--- src/rtl/ga_pkg.sv ---
// Shared GA definitions: selection FSM states, LFSR constants and the
// population/index/energy widths common to the evaluator and the selector.
package ga_pkg;

    localparam int GA_POP_SIZE  = 50;
    localparam int GA_IDX_WIDTH = 8;
    localparam int GA_FIT_WIDTH = 10;

    localparam int LFSR_WIDTH = 16;
    // x^16+x^14+x^13+x^11+1 in right-shift form: feedback from bits 0,2,3,5
    localparam logic [LFSR_WIDTH-1:0] LFSR_TAPS = 16'h002D;
    localparam logic [LFSR_WIDTH-1:0] LFSR_SEED = 16'hACE1;

    typedef enum logic [1:0] {
        COLLECT = 2'd0,
        DRAW_A  = 2'd1,
        DRAW_B  = 2'd2,
        OUT     = 2'd3
    } sel_state_t;

endpackage

--- src/rtl/lfsr16.sv ---
// 16-bit Fibonacci LFSR with seed load; a zero seed falls back to the
// default seed so the register can never lock up at all-zeros.
module lfsr16
    import ga_pkg::*;
(
    input  logic                  clk_i,
    input  logic                  rst_n,
    input  logic                  step_i,
    input  logic                  load_i,
    input  logic [LFSR_WIDTH-1:0] seed_i,
    output logic [LFSR_WIDTH-1:0] value_o
);

    logic [LFSR_WIDTH-1:0] value_reg, value_next;
    logic                  feedback;

    always_comb begin
        feedback   = ^(value_reg & LFSR_TAPS);
        value_next = value_reg;
        if (load_i)
            value_next = (seed_i == '0) ? LFSR_SEED : seed_i;
        else if (step_i)
            value_next = {feedback, value_reg[LFSR_WIDTH-1:1]};
    end

    always_ff @(posedge clk_i) begin
        if (!rst_n)
            value_reg <= LFSR_SEED;
        else
            value_reg <= value_next;
    end

    assign value_o = value_reg;

endmodule

--- src/rtl/tournament_select.sv ---
// Binary tournament parent selector: collects one fitness per individual, then
// emits POP_SIZE parents chosen by LFSR-driven tournaments (ELITISM_EN: first is best).
module tournament_select
    import ga_pkg::*;
#(
    parameter int POP_SIZE        = GA_POP_SIZE,
    parameter int IDX_WIDTH       = GA_IDX_WIDTH,
    parameter int SELF_FIT_LENGTH = GA_FIT_WIDTH
)(
    input  logic                       clk_i,
    input  logic                       rst_n,
    input  logic                       fit_valid_i,
    input  logic [IDX_WIDTH-1:0]       fit_idx_i,
    input  logic [SELF_FIT_LENGTH-1:0] fit_energy_i,
    input  logic                       seed_load_i,
    input  logic [LFSR_WIDTH-1:0]      seed_i,
    input  logic                       sel_ready_i,
    output logic                       parent_valid_o,
    output logic [IDX_WIDTH-1:0]       parent_idx_o,
    output logic [SELF_FIT_LENGTH-1:0] parent_energy_o,
    output logic [IDX_WIDTH-1:0]       best_idx_o,
    output logic [SELF_FIT_LENGTH-1:0] best_energy_o,
    output logic                       busy_o,
    output logic                       gen_done_o,
    output logic                       err_o
);

    localparam int CNT_W  = $clog2(POP_SIZE + 1);
    localparam int ADDR_W = $clog2(POP_SIZE);

    sel_state_t                 state_reg, state_next;
    logic [CNT_W-1:0]           wr_cnt_reg, wr_cnt_next, par_cnt_reg, par_cnt_next;
    logic [IDX_WIDTH-1:0]       best_idx_reg, best_idx_next, cand_a_idx_reg, cand_a_idx_next;
    logic [IDX_WIDTH-1:0]       parent_idx_reg, parent_idx_next;
    logic [SELF_FIT_LENGTH-1:0] best_energy_reg, best_energy_next, cand_a_energy_reg, cand_a_energy_next;
    logic [SELF_FIT_LENGTH-1:0] parent_energy_reg, parent_energy_next;
    logic                       best_valid_reg, best_valid_next;
    logic                       gen_done_reg, gen_done_next, err_reg, err_next;

    logic [SELF_FIT_LENGTH-1:0] fit_mem [POP_SIZE];
    logic                       fit_wr_en, fit_in_range, draw_ok;
    logic [ADDR_W-1:0]          rd_addr;
    logic [IDX_WIDTH-1:0]       draw_idx;
    logic [SELF_FIT_LENGTH-1:0] draw_energy;
    logic [LFSR_WIDTH-1:0]      lfsr_value;
    logic                       lfsr_step, lfsr_load;
    logic                       unused_lfsr_bits;

    lfsr16 u_lfsr (
        .clk_i   (clk_i),
        .rst_n   (rst_n),
        .step_i  (lfsr_step),
        .load_i  (lfsr_load),
        .seed_i  (seed_i),
        .value_o (lfsr_value)
    );

    assign draw_idx         = lfsr_value[IDX_WIDTH-1:0];
    assign unused_lfsr_bits = ^lfsr_value[LFSR_WIDTH-1:IDX_WIDTH];
    assign draw_ok          = draw_idx < IDX_WIDTH'(POP_SIZE);
    assign fit_in_range     = fit_idx_i < IDX_WIDTH'(POP_SIZE);
    // out-of-range draws are rejected anyway; steer them to a legal address
    assign rd_addr          = draw_ok ? draw_idx[ADDR_W-1:0] : '0;
    assign draw_energy      = fit_mem[rd_addr];

    always_ff @(posedge clk_i) begin
        if (fit_wr_en)
            fit_mem[fit_idx_i[ADDR_W-1:0]] <= fit_energy_i;
    end

    always_comb begin
        state_next         = state_reg;
        wr_cnt_next        = wr_cnt_reg;
        par_cnt_next       = par_cnt_reg;
        best_idx_next      = best_idx_reg;
        best_energy_next   = best_energy_reg;
        best_valid_next    = best_valid_reg;
        cand_a_idx_next    = cand_a_idx_reg;
        cand_a_energy_next = cand_a_energy_reg;
        parent_idx_next    = parent_idx_reg;
        parent_energy_next = parent_energy_reg;
        gen_done_next      = 1'b0;
        err_next           = err_reg;
        fit_wr_en          = 1'b0;
        lfsr_step          = 1'b0;
        lfsr_load          = 1'b0;

        if (fit_valid_i && state_reg != COLLECT)
            err_next = 1'b1;

        case (state_reg)
            COLLECT: begin
                lfsr_load = seed_load_i;
                if (fit_valid_i && !fit_in_range) begin
                    err_next = 1'b1;
                end else if (fit_valid_i) begin
                    fit_wr_en = 1'b1;
                    // strict less-than keeps the earlier write on ties
                    if (!best_valid_reg || fit_energy_i < best_energy_reg) begin
                        best_idx_next    = fit_idx_i;
                        best_energy_next = fit_energy_i;
                        best_valid_next  = 1'b1;
                    end
                    if (wr_cnt_reg == CNT_W'(POP_SIZE - 1)) begin
                        wr_cnt_next = '0;
`ifdef ELITISM_EN
                        parent_idx_next    = best_idx_next;
                        parent_energy_next = best_energy_next;
                        state_next         = OUT;
`else
                        state_next = DRAW_A;
`endif
                    end else begin
                        wr_cnt_next = wr_cnt_reg + 1'b1;
                    end
                end
            end
            DRAW_A: begin
                lfsr_step = 1'b1;
                if (draw_ok) begin
                    cand_a_idx_next    = draw_idx;
                    cand_a_energy_next = draw_energy;
                    state_next         = DRAW_B;
                end
            end
            DRAW_B: begin
                lfsr_step = 1'b1;
                if (draw_ok) begin
                    if (draw_energy < cand_a_energy_reg) begin
                        parent_idx_next    = draw_idx;
                        parent_energy_next = draw_energy;
                    end else begin
                        parent_idx_next    = cand_a_idx_reg;
                        parent_energy_next = cand_a_energy_reg;
                    end
                    state_next = OUT;
                end
            end
            OUT: begin
                if (sel_ready_i) begin
                    if (par_cnt_reg == CNT_W'(POP_SIZE - 1)) begin
                        par_cnt_next    = '0;
                        gen_done_next   = 1'b1;
                        best_valid_next = 1'b0;
                        state_next      = COLLECT;
                    end else begin
                        par_cnt_next = par_cnt_reg + 1'b1;
                        state_next   = DRAW_A;
                    end
                end
            end
            default: state_next = COLLECT;
        endcase
    end

    always_ff @(posedge clk_i) begin
        if (!rst_n)
            state_reg <= COLLECT;
        else
            state_reg <= state_next;
    end

    always_ff @(posedge clk_i) begin
        if (!rst_n) begin
            wr_cnt_reg        <= '0;
            par_cnt_reg       <= '0;
            best_idx_reg      <= '0;
            best_energy_reg   <= '0;
            best_valid_reg    <= 1'b0;
            cand_a_idx_reg    <= '0;
            cand_a_energy_reg <= '0;
            parent_idx_reg    <= '0;
            parent_energy_reg <= '0;
            gen_done_reg      <= 1'b0;
            err_reg           <= 1'b0;
        end else begin
            wr_cnt_reg        <= wr_cnt_next;
            par_cnt_reg       <= par_cnt_next;
            best_idx_reg      <= best_idx_next;
            best_energy_reg   <= best_energy_next;
            best_valid_reg    <= best_valid_next;
            cand_a_idx_reg    <= cand_a_idx_next;
            cand_a_energy_reg <= cand_a_energy_next;
            parent_idx_reg    <= parent_idx_next;
            parent_energy_reg <= parent_energy_next;
            gen_done_reg      <= gen_done_next;
            err_reg           <= err_next;
        end
    end

    assign parent_valid_o  = (state_reg == OUT);
    assign parent_idx_o    = parent_idx_reg;
    assign parent_energy_o = parent_energy_reg;
    assign best_idx_o      = best_idx_reg;
    assign best_energy_o   = best_energy_reg;
    assign busy_o          = (state_reg != COLLECT);
    assign gen_done_o      = gen_done_reg;
    assign err_o           = err_reg;

endmodule

--- config.mk ---
export PLATFORM = sky130hd
export DESIGN_NAME = tournament_select
export DESIGN_NICKNAME = d
export VERILOG_FILES = /design/src/rtl/ga_pkg.sv /design/src/rtl/lfsr16.sv /design/src/rtl/tournament_select.sv
export SDC_FILE = /design/constraint.sdc
export NUM_CORES = 1
export LEC_CHECK = 0
export CAP_MARGIN = 0
export CORE_AREA = 2 2 204 226
export DETAILED_ROUTE_END_ITERATION = 7
export DIE_AREA = 0 0 206 228
export GPL_TIMING_DRIVEN = 1
export MAX_ROUTING_LAYER = met4
export PLACE_DENSITY = 0.75
export SETUP_SLACK_MARGIN = 0.02
export SKIP_LAST_GASP = 1
export SLEW_MARGIN = 0
export SYNTH_ARGS = -nofsm -noshare
export SYNTH_HDL_FRONTEND = slang
export SYNTH_SLANG_ARGS = --single-unit
--- constraint.sdc ---
create_clock -name clk_i -period 5.15 [get_ports clk_i]
set_clock_uncertainty 0.05 [all_clocks]
set_input_delay 0.7725 -clock clk_i [delete_from_list [all_inputs] [get_ports clk_i]]
set_output_delay 0.7725 -clock clk_i [all_outputs]
set_load 0.02 [all_outputs]
==> impl_metrics.env, run 1 <==
export IMPL_p_per_area_nw_per_um2=367
export IMPL_synth_area_um2=24300
export IMPL_instances_no_fill=2508
export IMPL_synth_cell_types=80
export IMPL_finalCritPeriodShare=0.960
export IMPL_dp_cells=2395
export IMPL_async_reset_ff_frac=0
export IMPL_power_w=0.0104
export IMPL_root_buffer="clkbuf_16"
export IMPL_avgSynthCellArea_um2=14.1
export IMPL_synth_largest_area_cell="edfxtp_1"
export IMPL_via_per_inst=6.35
export IMPL_max_freq_mhz=202
export IMPL_yosysSeqAreaShare=0.691
export IMPL_n_antenna_cell=0
export IMPL_critical_path_top_delay_family="compound AO/OA/AOI/OAI gates"
export IMPL_pre_cts_slack_ps=-105
export IMPL_die_height_um=228
export IMPL_grt_pass1_wl_um=95700
export IMPL_cts_buffer_depth=3
export IMPL_crit_type="flip-flop to flip-flop"
export IMPL_grt_overflow_total=0
export IMPL_crit_fanout=18
export IMPL_firstDrtPassIters=7
export IMPL_worst_slew_pin_slew_ps=1070
export IMPL_num_vias=15900
export IMPL_die_x_um=206
export IMPL_required_ps=5540
export IMPL_clock_sinks=587
export IMPL_synth_edff_count=500
export IMPL_largest_reg_flops=500
export IMPL_synth_area_top_cells="edfxtp_1 (62%), dfxtp_1 (7.2%), mux2i_1 (3.4%)"
export IMPL_synth_commonest_cells="edfxtp_1 (500), nand2_1 (185), nor2_1 (95)"
export IMPL_layout_min_cycle_time_ps=4940
export IMPL_cts_htree_levels=2
export IMPL_outcome="complete, no violations"
export IMPL_maxSlewViolCount=0
export IMPL_drive_gt1_frac=0.161
export IMPL_worstPathArrival_ps=5330
export IMPL_slowest_stage="a211oi_1"
export IMPL_power_leakage_nw=9.39
export IMPL_drc_errors=0
export IMPL_fillers=3173
export IMPL_coreArea_um2=44900
export IMPL_start_util=0.540
export IMPL_area_growth_pct=16.8
export IMPL_wl_met3_um=5530
export IMPL_drt_iter0_markers=1919
export IMPL_peakVddDrop_v=0.000265
export IMPL_cts_tree="yes"
export IMPL_cts_buffers=56
export IMPL_gr_usage_all_layers=0.283
export IMPL_synth_top_area_share=0.619
export IMPL_start_kind="flip-flop"
export IMPL_clk_latency_ps=620
export IMPL_multiInputGateArea_um2=6970
export IMPL_critPathMaxStageDelay_ps=460
export IMPL_post_synth_top_count_cell="edfxtp_1"
export IMPL_fin_ws_ps=208
export IMPL_routed_wl_um=64800
export IMPL_synthCells=1720
export IMPL_setup_viol=0
export IMPL_drtAntennaViolNets=0
export IMPL_ys_warn_count=0
export IMPL_hold_class="flip-flop to flip-flop"
export IMPL_wl_per_cell_um=25.8
export IMPL_slew_headroom=0.267
export IMPL_dieArea_um2=47000
export IMPL_ys_ff_latch=587
export IMPL_grt_max_degree=89
export IMPL_numPortBuffers=78
export IMPL_maxCapViolCount=0
export IMPL_path_cells="inv_1 -> ha_1 -> a21boi_2 -> buf_4 -> o21ai_4 -> buf_12 -> buf_6 -> a21oi_1 -> a211oi_1 -> a22oi_2 -> a32oi_2 -> ha_1 -> o21ai_0 -> nand2b_1 -> a31o_2 -> a21oi_2 -> nor2b_2 -> a41o_1 -> buf_12 -> mux2i_1 -> a21oi_1"
export IMPL_ctsHoldBuffers=0
export IMPL_end_kind="flip-flop"
export IMPL_rsz0062_at_grt="false"
export IMPL_regArea_um2=16800
export IMPL_nets=1941
export IMPL_gp_congestion=0.979
export IMPL_synth_nets=1787
export IMPL_hpwl_um=42800
export IMPL_rows=82
export IMPL_wl_met1_um=24400
export IMPL_grt_pass1_vias=15500
export IMPL_dr_wl_met2_um=31500
export IMPL_worst_path_buf_inv=5
export IMPL_antenna_found_initial=0
export IMPL_clk_pin_slew_ps=70
export IMPL_hold_viol_final=0
export IMPL_ys_flop_type="edfxtp_1"
export IMPL_highest_layer="met4"
export IMPL_ioPinCount=79
## per-stage QoR
step	cell area [um^2]	setup TNS, ps	utilization	hold WS, ps
after detailed placement	26300	-1440	0.584	399
final	28300	0	0.631	404
after global placement	26300	0	0.584	394
after CTS	28200	0	0.627	408
after global routing	28300	0	0.631	435
after floorplan	24300	0	-	393
## logic make-up (layout without fill, tap and decap cells)
family,Yosys count,in the layout,share of synthesized area
adders and majority gates,28,28,0.0144
buffers and inverters,148,348,0.0274
and+or+nand+nor,374,374,0.0675
DFF,587,587,0.691
muxes,125,125,0.0611
xor gates and xnor gates,11,11,0.00397
AOI/OAI and AO/OA,447,447,0.135
## cell type report
type | count | area share
multi-input cells | 985 | 0.246
flip-flops and latches | 587 | 0.591
clock buffers | 72 | 0.0538
repair buffers | 213 | 0.0668
inverters | 31 | 0.00411
well taps | 588 | 0.0260
clock inverters | 32 | 0.0122
## what timing repair did
action / CTS / global route
buffers inserted: 4 / 3
hold endpoints to repair: 0 / 0
gates cloned: 0 / 2
pin swaps: 2 / 3
resized for setup: 6 / 20
setup endpoints to repair: 17 / 18
## worst paths after layout
check | startpoint | end | slack, ps | cells after the start
setup / recovery | u_lfsr.value_o[2] | parent_idx_o[4] | 210 | 21
setup reg to reg | u_lfsr.value_o[2] | parent_idx_o[4] | 210 | 21
hold reg to reg | best_idx_o[2] | best_idx_o[2] | 400 | 2
hold / removal | best_idx_o[2] | best_idx_o[2] | 400 | 2
## where the power goes
part	total, W	internal [W]	switching [W]
Sequential	0.00522	0.00519	0.0000354
Combinational	0.00103	0.000362	0.000669
Clock	0.00416	0.00243	0.00173
## routing by layer
layer / vias to the layer above / GRT usage
li1: 7037 / -
met1: 7849 / 0.358
met2: 858 / 0.447
met3: 170 / 0.0433
met4: 0 / 0.135
met5: - / -
## worst min-delay path, stage by stage, from the launching register on
cell     delay, ps
dfxtp_1        310
nand2_1         50
mux2i_1         50
## layout by cell type, fill, tap and decap left out, drive strengths merged, types with 9 or more instances in the layout
| cell type | instances |
|---|---|
| clkinv | 20 |
| a211oi | 52 |
| edfxtp | 500 |
| mux2i | 82 |
| a21boi | 16 |
| clkbuf | 74 |
| o22ai | 12 |
| and2 | 11 |
| o211a | 17 |
| inv | 30 |
| nand2 | 186 |
| buf | 144 |
| a22oi | 16 |
| ha | 28 |
| a31oi | 9 |
| o21ai | 65 |
| nor3 | 24 |
| a32oi | 25 |
| mux4 | 14 |
| mux2 | 29 |
| nor2 | 95 |
| dfxtp | 87 |
| a221oi | 62 |
| a21oi | 96 |
| a221o | 12 |
| clkdlybuf4s50 | 67 |
| nor2b | 14 |
Note: power is estimated with default switching activity, not from simulation.
==> inputs of run 2 (changes only) <==
PLACE_DENSITY = 0.86   (was 0.75)
==> run 2 against run 1 <==
Against the previous run: combinational power hardly changed; count of clock-buffer cells in the layout is 1 lower; non-clock buffer count is 3 lower; clock power is 5.5% lower; fmax is 3.4% lower; routed wire length is 4.8% higher; first-iteration DRC count is 43% higher; sequential share of layout area is 0.31 points higher; critical path type unchanged; largest power group unchanged.
==> impl_metrics.env, run 2 (synthesized netlist as in run 1, its figures left out) <==
export IMPL_layout_min_cycle_time_ps=5110
export IMPL_rows=82
export IMPL_max_freq_mhz=196
export IMPL_clock_sinks=587
export IMPL_via_per_inst=6.64
export IMPL_ctsHoldBuffers=0
export IMPL_end_kind="flip-flop"
export IMPL_finalCritPeriodShare=0.993
export IMPL_rr_worst_depth=21
export IMPL_maxSlewViolCount=0
export IMPL_power_w=0.0102
export IMPL_layout_commonest_cell="edfxtp_1"
export IMPL_antenna_found_initial=1
export IMPL_drt_iter0_markers=2745
export IMPL_crit_type="flip-flop to flip-flop"
export IMPL_slew_headroom=0.271
export IMPL_dieArea_um2=47000
export IMPL_routed_wl_um=67900
export IMPL_outcome="complete, no violations"
export IMPL_critPathMaxStageDelay_ps=520
export IMPL_num_vias=16600
export IMPL_nets=1935
export IMPL_grt_max_degree=84
export IMPL_multiInputGateArea_um2=6970
export IMPL_numPortBuffers=78
export IMPL_grt_pass1_vias=15900
export IMPL_hold_class="flip-flop to flip-flop"
export IMPL_hold_viol_final=0
export IMPL_cts_buffer_depth=3
export IMPL_die_height_um=228
export IMPL_setup_worst_path_end="parent_idx_o[5]"
export IMPL_drc_errors=0
export IMPL_grt_overflow_total=0
export IMPL_reg2reg_to="parent_idx_o[5]"
export IMPL_fillers=3038
export IMPL_gr_usage_all_layers=0.286
export IMPL_cts_htree_levels=2
export IMPL_worst_slew_pin_slew_ps=1090
export IMPL_required_ps=5510
export IMPL_clk_pin_slew_ps=60
export IMPL_hpwl_um=41700
export IMPL_timing_rr_start="u_lfsr.value_o[2]"
export IMPL_start_util=0.540
export IMPL_worstPathArrival_ps=5470
export IMPL_final_core_util=0.627
export IMPL_p_per_area_nw_per_um2=362
export IMPL_maxCapViolCount=0
export IMPL_gp_congestion=0.976
export IMPL_regArea_um2=16800
export IMPL_cp_startpoint="u_lfsr.value_o[2]"
export IMPL_firstDrtPassIters=6
export IMPL_clk_latency_ps=600
export IMPL_final_cell_mix="edfxtp_1 (500), nand2_1 (184), buf_4 (117)"
export IMPL_setup_viol=0
export IMPL_wl_per_cell_um=27.1
export IMPL_coreArea_um2=44900
export IMPL_power_leakage_nw=9.33
export IMPL_largest_reg_flops=500
export IMPL_r2r_slack_ps=40
export IMPL_drive_gt1_frac=0.159
export IMPL_die_x_um=206
export IMPL_ioPinCount=79
export IMPL_cts_buffers=53
export IMPL_crit_fanout=20
export IMPL_root_buffer="clkbuf_16"
export IMPL_cts_tree="yes"
export IMPL_start_kind="flip-flop"
export IMPL_grt_pass1_wl_um=97100
export IMPL_path_cells="inv_1 -> ha_1 -> a21boi_1 -> buf_12 -> o21ai_4 -> buf_12 -> buf_8 -> a21oi_1 -> a211oi_1 -> a22oi_1 -> a32oi_2 -> ha_1 -> o21ai_0 -> nand2b_1 -> a31o_2 -> a21oi_2 -> nor2b_2 -> a41o_2 -> buf_12 -> mux2i_1 -> a21oi_1"
export IMPL_peakVddDrop_v=0.000271
export IMPL_drtAntennaViolNets=0
export IMPL_slowest_stage="a211oi_1"
export IMPL_area_growth_pct=16.2
export IMPL_crit_top_cell="buf_12"
## run 2: cell count changes in the layout (fill, tap and decap cells not counted), sizes merged
cell and change:
diode +2, buf -5, inv +1, bufinv -2, clkinv +1, clkbuf +1
clkinvlp -5
## run 2: worst min path at each step
| stage | from | slack, ps | endpoint | cells after the start |
|---|---|---|---|---|
| CTS | best_idx_o[3] | 420 | best_idx_o[3] | 2 |
| detailed placement | best_idx_o[3] | 410 | best_idx_o[3] | 2 |
| finish | cand_a_idx_reg[2] | 420 | cand_a_idx_reg[2] | 2 |
| global placement | best_idx_o[5] | 390 | best_idx_o[5] | 2 |
| global route | best_idx_o[3] | 430 | best_idx_o[3] | 2 |
| floorplan | cand_a_idx_reg[0] | 390 | cand_a_idx_reg[0] | 2 |
## run 2: routing by layer
layer	track usage	vias to the layer above	part of all wire
li1	-	7007	-
met1	0.351	7999	0.34
met2	0.452	1277	0.48
met3	0.0530	330	0.11
met4	0.150	0	0.070
met5	-	-	0
## run 2: layout make-up
class / count / area share
Tap cell: 588 / 0.0261
Sequential cell: 587 / 0.594
Inverter: 31 / 0.00413
Multi-Input combinational cell: 985 / 0.247
Antenna cell: 2 / 0.000177
Timing Repair Buffer: 210 / 0.0671
Clock inverter: 27 / 0.00936
Clock buffer: 71 / 0.0517
## run 2: where the power goes
part / switching, W / leakage (nW) / total, W / internal [W]
combinational: 0.000671 / 3.29 / 0.00104 / 0.000368
clock: 0.00169 / 0.848 / 0.00393 / 0.00223
sequential: 0.0000409 / 5.20 / 0.00523 / 0.00519
total: 0.00241 / 9.33 / 0.0102 / 0.00779
## run 2: timing repair
action,4_1_cts,5_1_grt
endpoints found under the setup margin,14,17
resized for setup,1,26
gates cloned,0,4
pin swaps,0,7
buffers inserted,0,4
## run 2: critical path: cells and delay by family, from the launching register on
family / cells / cell delay [ps]
muxes: 1 / 200
buffers and inverters: 5 / 860
adders and majority gates: 2 / 560
and+or+nand+nor: 2 / 270
AOI/OAI and AO/OA: 11 / 2630
DFF: 1 / 350
## run 2: per-stage QoR
stage                     hold slack [ps]  setup TNS [ps]  instances  instance area, um^2  worst slack, ps
after detailed placement              411               0       2393                26200             71.5
after floorplan                       393               0       1720                24300              226
after global routing                  435            -773       2500                28200            -91.1
final                                 417               0       2501                28200             36.0
after global placement                393               0       2393                26200              227
after CTS                             419               0       2491                28000             51.8
==> inputs of run 3 (changes only) <==
ABC_AREA = 1   (was not set)
CORE_AREA = 2 2 205 227   (was 2 2 204 226)
DIE_AREA = 0 0 207 229   (was 0 0 206 228)
==> run 3 against run 2 <==
Against the previous run: area after synthesis up 1.3%; setup slack better by 380 ps; register-to-register slack better by 380 ps; via count up 11%; sequential share of layout area up 0.58 points; fmax up 8.0%; critical path type unchanged.
==> impl_metrics.env, run 3 <==
export IMPL_clk_latency_ps=600
export IMPL_hpwl_um=40500
export IMPL_synthCells=2264
export IMPL_synth_area_top_cells="edfxtp_1 (61%), nand3_1 (9.8%), nand2_1 (8.4%)"
export IMPL_cts_buffer_depth=3
export IMPL_drt_iter0_markers=2743
export IMPL_root_buffer="clkbuf_16"
export IMPL_routed_wl_um=66000
export IMPL_final_cell_mix="nand2_1 (553), edfxtp_1 (500), nand3_1 (480)"
export IMPL_die_x_um=207
export IMPL_clock_sinks=587
export IMPL_maxSlewViolCount=0
export IMPL_numPortBuffers=78
export IMPL_synth_simple_area_share=0.216
export IMPL_ys_ff_latch=587
export IMPL_coreArea_um2=45100
export IMPL_placed_area_um2=26200
export IMPL_cts_tree="yes"
export IMPL_dieArea_um2=47400
export IMPL_worst_slew_pin_slew_ps=1050
export IMPL_finalCritPeriodShare=0.919
export IMPL_grt_overflow_total=0
export IMPL_post_synth_top_count_cell="nand2_1"
export IMPL_pre_cts_slack_ps=265
export IMPL_grt_pass1_vias=18100
export IMPL_gr_usage_all_layers=0.285
export IMPL_slew_headroom=0.296
export IMPL_drc_errors=0
export IMPL_n_antenna_cell=0
export IMPL_drtAntennaViolNets=0
export IMPL_antenna_found_initial=0
export IMPL_drive_gt1_frac=0.0801
export IMPL_fin_ws_ps=416
export IMPL_post_cts_buffers=0
export IMPL_synth_largest_area_cell="edfxtp_1"
export IMPL_grt_pass1_wl_um=102000
export IMPL_ioPinCount=79
export IMPL_slowest_stage="a31oi_1"
export IMPL_synth_fa_ha_area_frac=0.0142
export IMPL_p_per_area_nw_per_um2=340
export IMPL_grt_max_degree=127
export IMPL_layout_commonest_cell="nand2_1"
export IMPL_worstPathArrival_ps=5190
export IMPL_cp_startpoint="u_lfsr.value_o[2]"
export IMPL_synth_cell_types=40
export IMPL_synthXorXnorAreaFrac=0.00142
export IMPL_synth_mux_area_frac=0
export IMPL_crit_type="flip-flop to flip-flop"
export IMPL_setup_viol=0
export IMPL_synth_area_um2=24600
export IMPL_layout_min_cycle_time_ps=4730
export IMPL_timing_rr_start="u_lfsr.value_o[2]"
export IMPL_rsz0062_at_grt="false"
export IMPL_synth_compound_area_frac=0.0432
export IMPL_cts_buffers=55
export IMPL_wl_per_cell_um=22.1
export IMPL_regArea_um2=16800
export IMPL_crit_top_cell="nand2_1"
export IMPL_power_leakage_nw=10.2
export IMPL_area_growth_pct=13.6
export IMPL_hold_class="flip-flop to flip-flop"
export IMPL_hold_worst_slack_ps=396
export IMPL_synth_edff_count=500
export IMPL_required_ps=5610
export IMPL_gp_congestion=0.973
export IMPL_max_freq_mhz=211
export IMPL_start_kind="flip-flop"
export IMPL_ys_flop_type="edfxtp_1"
export IMPL_nets=2425
export IMPL_synth_commonest_cells="nand2_1 (553), edfxtp_1 (500), nand3_1 (481)"
export IMPL_avgSynthCellArea_um2=10.9
export IMPL_hold_start="best_idx_o[6]"
export IMPL_via_per_inst=6.15
export IMPL_num_vias=18400
export IMPL_yosysSeqAreaShare=0.682
export IMPL_ys_warn_count=0
export IMPL_largest_reg_flops=500
export IMPL_synth_top_area_share=0.611
export IMPL_rr_worst_depth=26
export IMPL_stdcell_area_um2=27900
export IMPL_setup_tns_ps=0
export IMPL_hold_viol_final=0
export IMPL_clk_pin_slew_ps=60
export IMPL_async_reset_ff_frac=0
export IMPL_whs_path_depth=2
export IMPL_synth_top_family_by_area="simple AND/OR/NAND/NOR gates"
export IMPL_multiInputGateArea_um2=6810
export IMPL_outcome="complete, no violations"
export IMPL_rows=82
export IMPL_peakVddDrop_v=0.000227
export IMPL_firstDrtPassIters=6
export IMPL_fillers=3282
export IMPL_critPathMaxStageDelay_ps=520
export IMPL_maxCapViolCount=0
export IMPL_cts_htree_levels=2
export IMPL_start_util=0.545
export IMPL_crit_fanout=41
export IMPL_synth_nets=2331
export IMPL_end_kind="flip-flop"
export IMPL_die_height_um=229
## run 3: cell types whose count changed after synthesis, sizes merged, moves of 28 or more
cell	previous run	this run
mux2	29	0
inv	30	127
a211oi	52	4
mux2i	82	0
buf	51	83
nand3	8	483
a221oi	62	12
a21oi	96	68
nand2	186	558
## run 3: repair_timing
action / CTS / global route
hold buffers: 0 / 0
resized for setup: 0 / 12
endpoints found under the hold margin: 0 / 0
setup endpoints to repair: 0 / 18
## run 3: metrics by stage
stage,util,std cells,total power [W]
floorplan,-,2264,0.00554
global placement,0.581,2888,0.00575
detailed placement,0.581,2888,0.00576
CTS,0.617,2985,0.00950
global route,0.618,2986,0.00973
finish,0.618,2986,0.00950
## run 3: final timing paths
check / slack (ps) / to
max: 420 / parent_energy_o[3]
max reg2reg: 420 / parent_energy_o[3]
min: 400 / best_idx_o[6]
min reg2reg: 400 / best_idx_o[6]
## run 3: per-layer routing
| layer | vias up | track usage | part of all wire |
|---|---|---|---|
| met5 | - | - | 0 |
| li1 | 8161 | - | - |
| met3 | 258 | 0.0488 | 0.11 |
| met4 | 0 | 0.164 | 0.058 |
| met1 | 8709 | 0.348 | 0.36 |
| met2 | 1232 | 0.452 | 0.48 |
## run 3: area by class of cell
type / count / share of cell area
clock inverter: 22 / 0.00578
inverter: 128 / 0.0177
multi-input combinational: 1422 / 0.244
sequential: 587 / 0.600
timing repair buffer: 164 / 0.0525
tap: 588 / 0.0264
clock buffer: 75 / 0.0535
## run 3: cells by family (layout without fill, tap and decap cells)
kind of cell / after synthesis / in the layout
AOI/OAI and AO/OA: 181 / 181
xor gates and xnor gates: 4 / 4
adders and majority gates: 28 / 28
buffers and inverters: 256 / 389
DFF: 587 / 587
and+or+nand+nor: 1208 / 1209
## run 3: worst max-delay path: cells and delay by family (launching register included)
kind / cells / cell delay [ps]
compound gates: 6 / 1320
fa+ha+maj: 2 / 500
buf+inv: 4 / 770
flops: 1 / 440
simple gates: 14 / 1550
## run 3: power by group
| part | total [W] | switching (W) | internal (W) |
|---|---|---|---|
| logic | 0.000494 | 0.000355 | 0.000139 |
| registers | 0.00519 | 0.0000179 | 0.00517 |
| clock network | 0.00381 | 0.00169 | 0.00212 |
| total | 0.00950 | 0.00207 | 0.00743 |
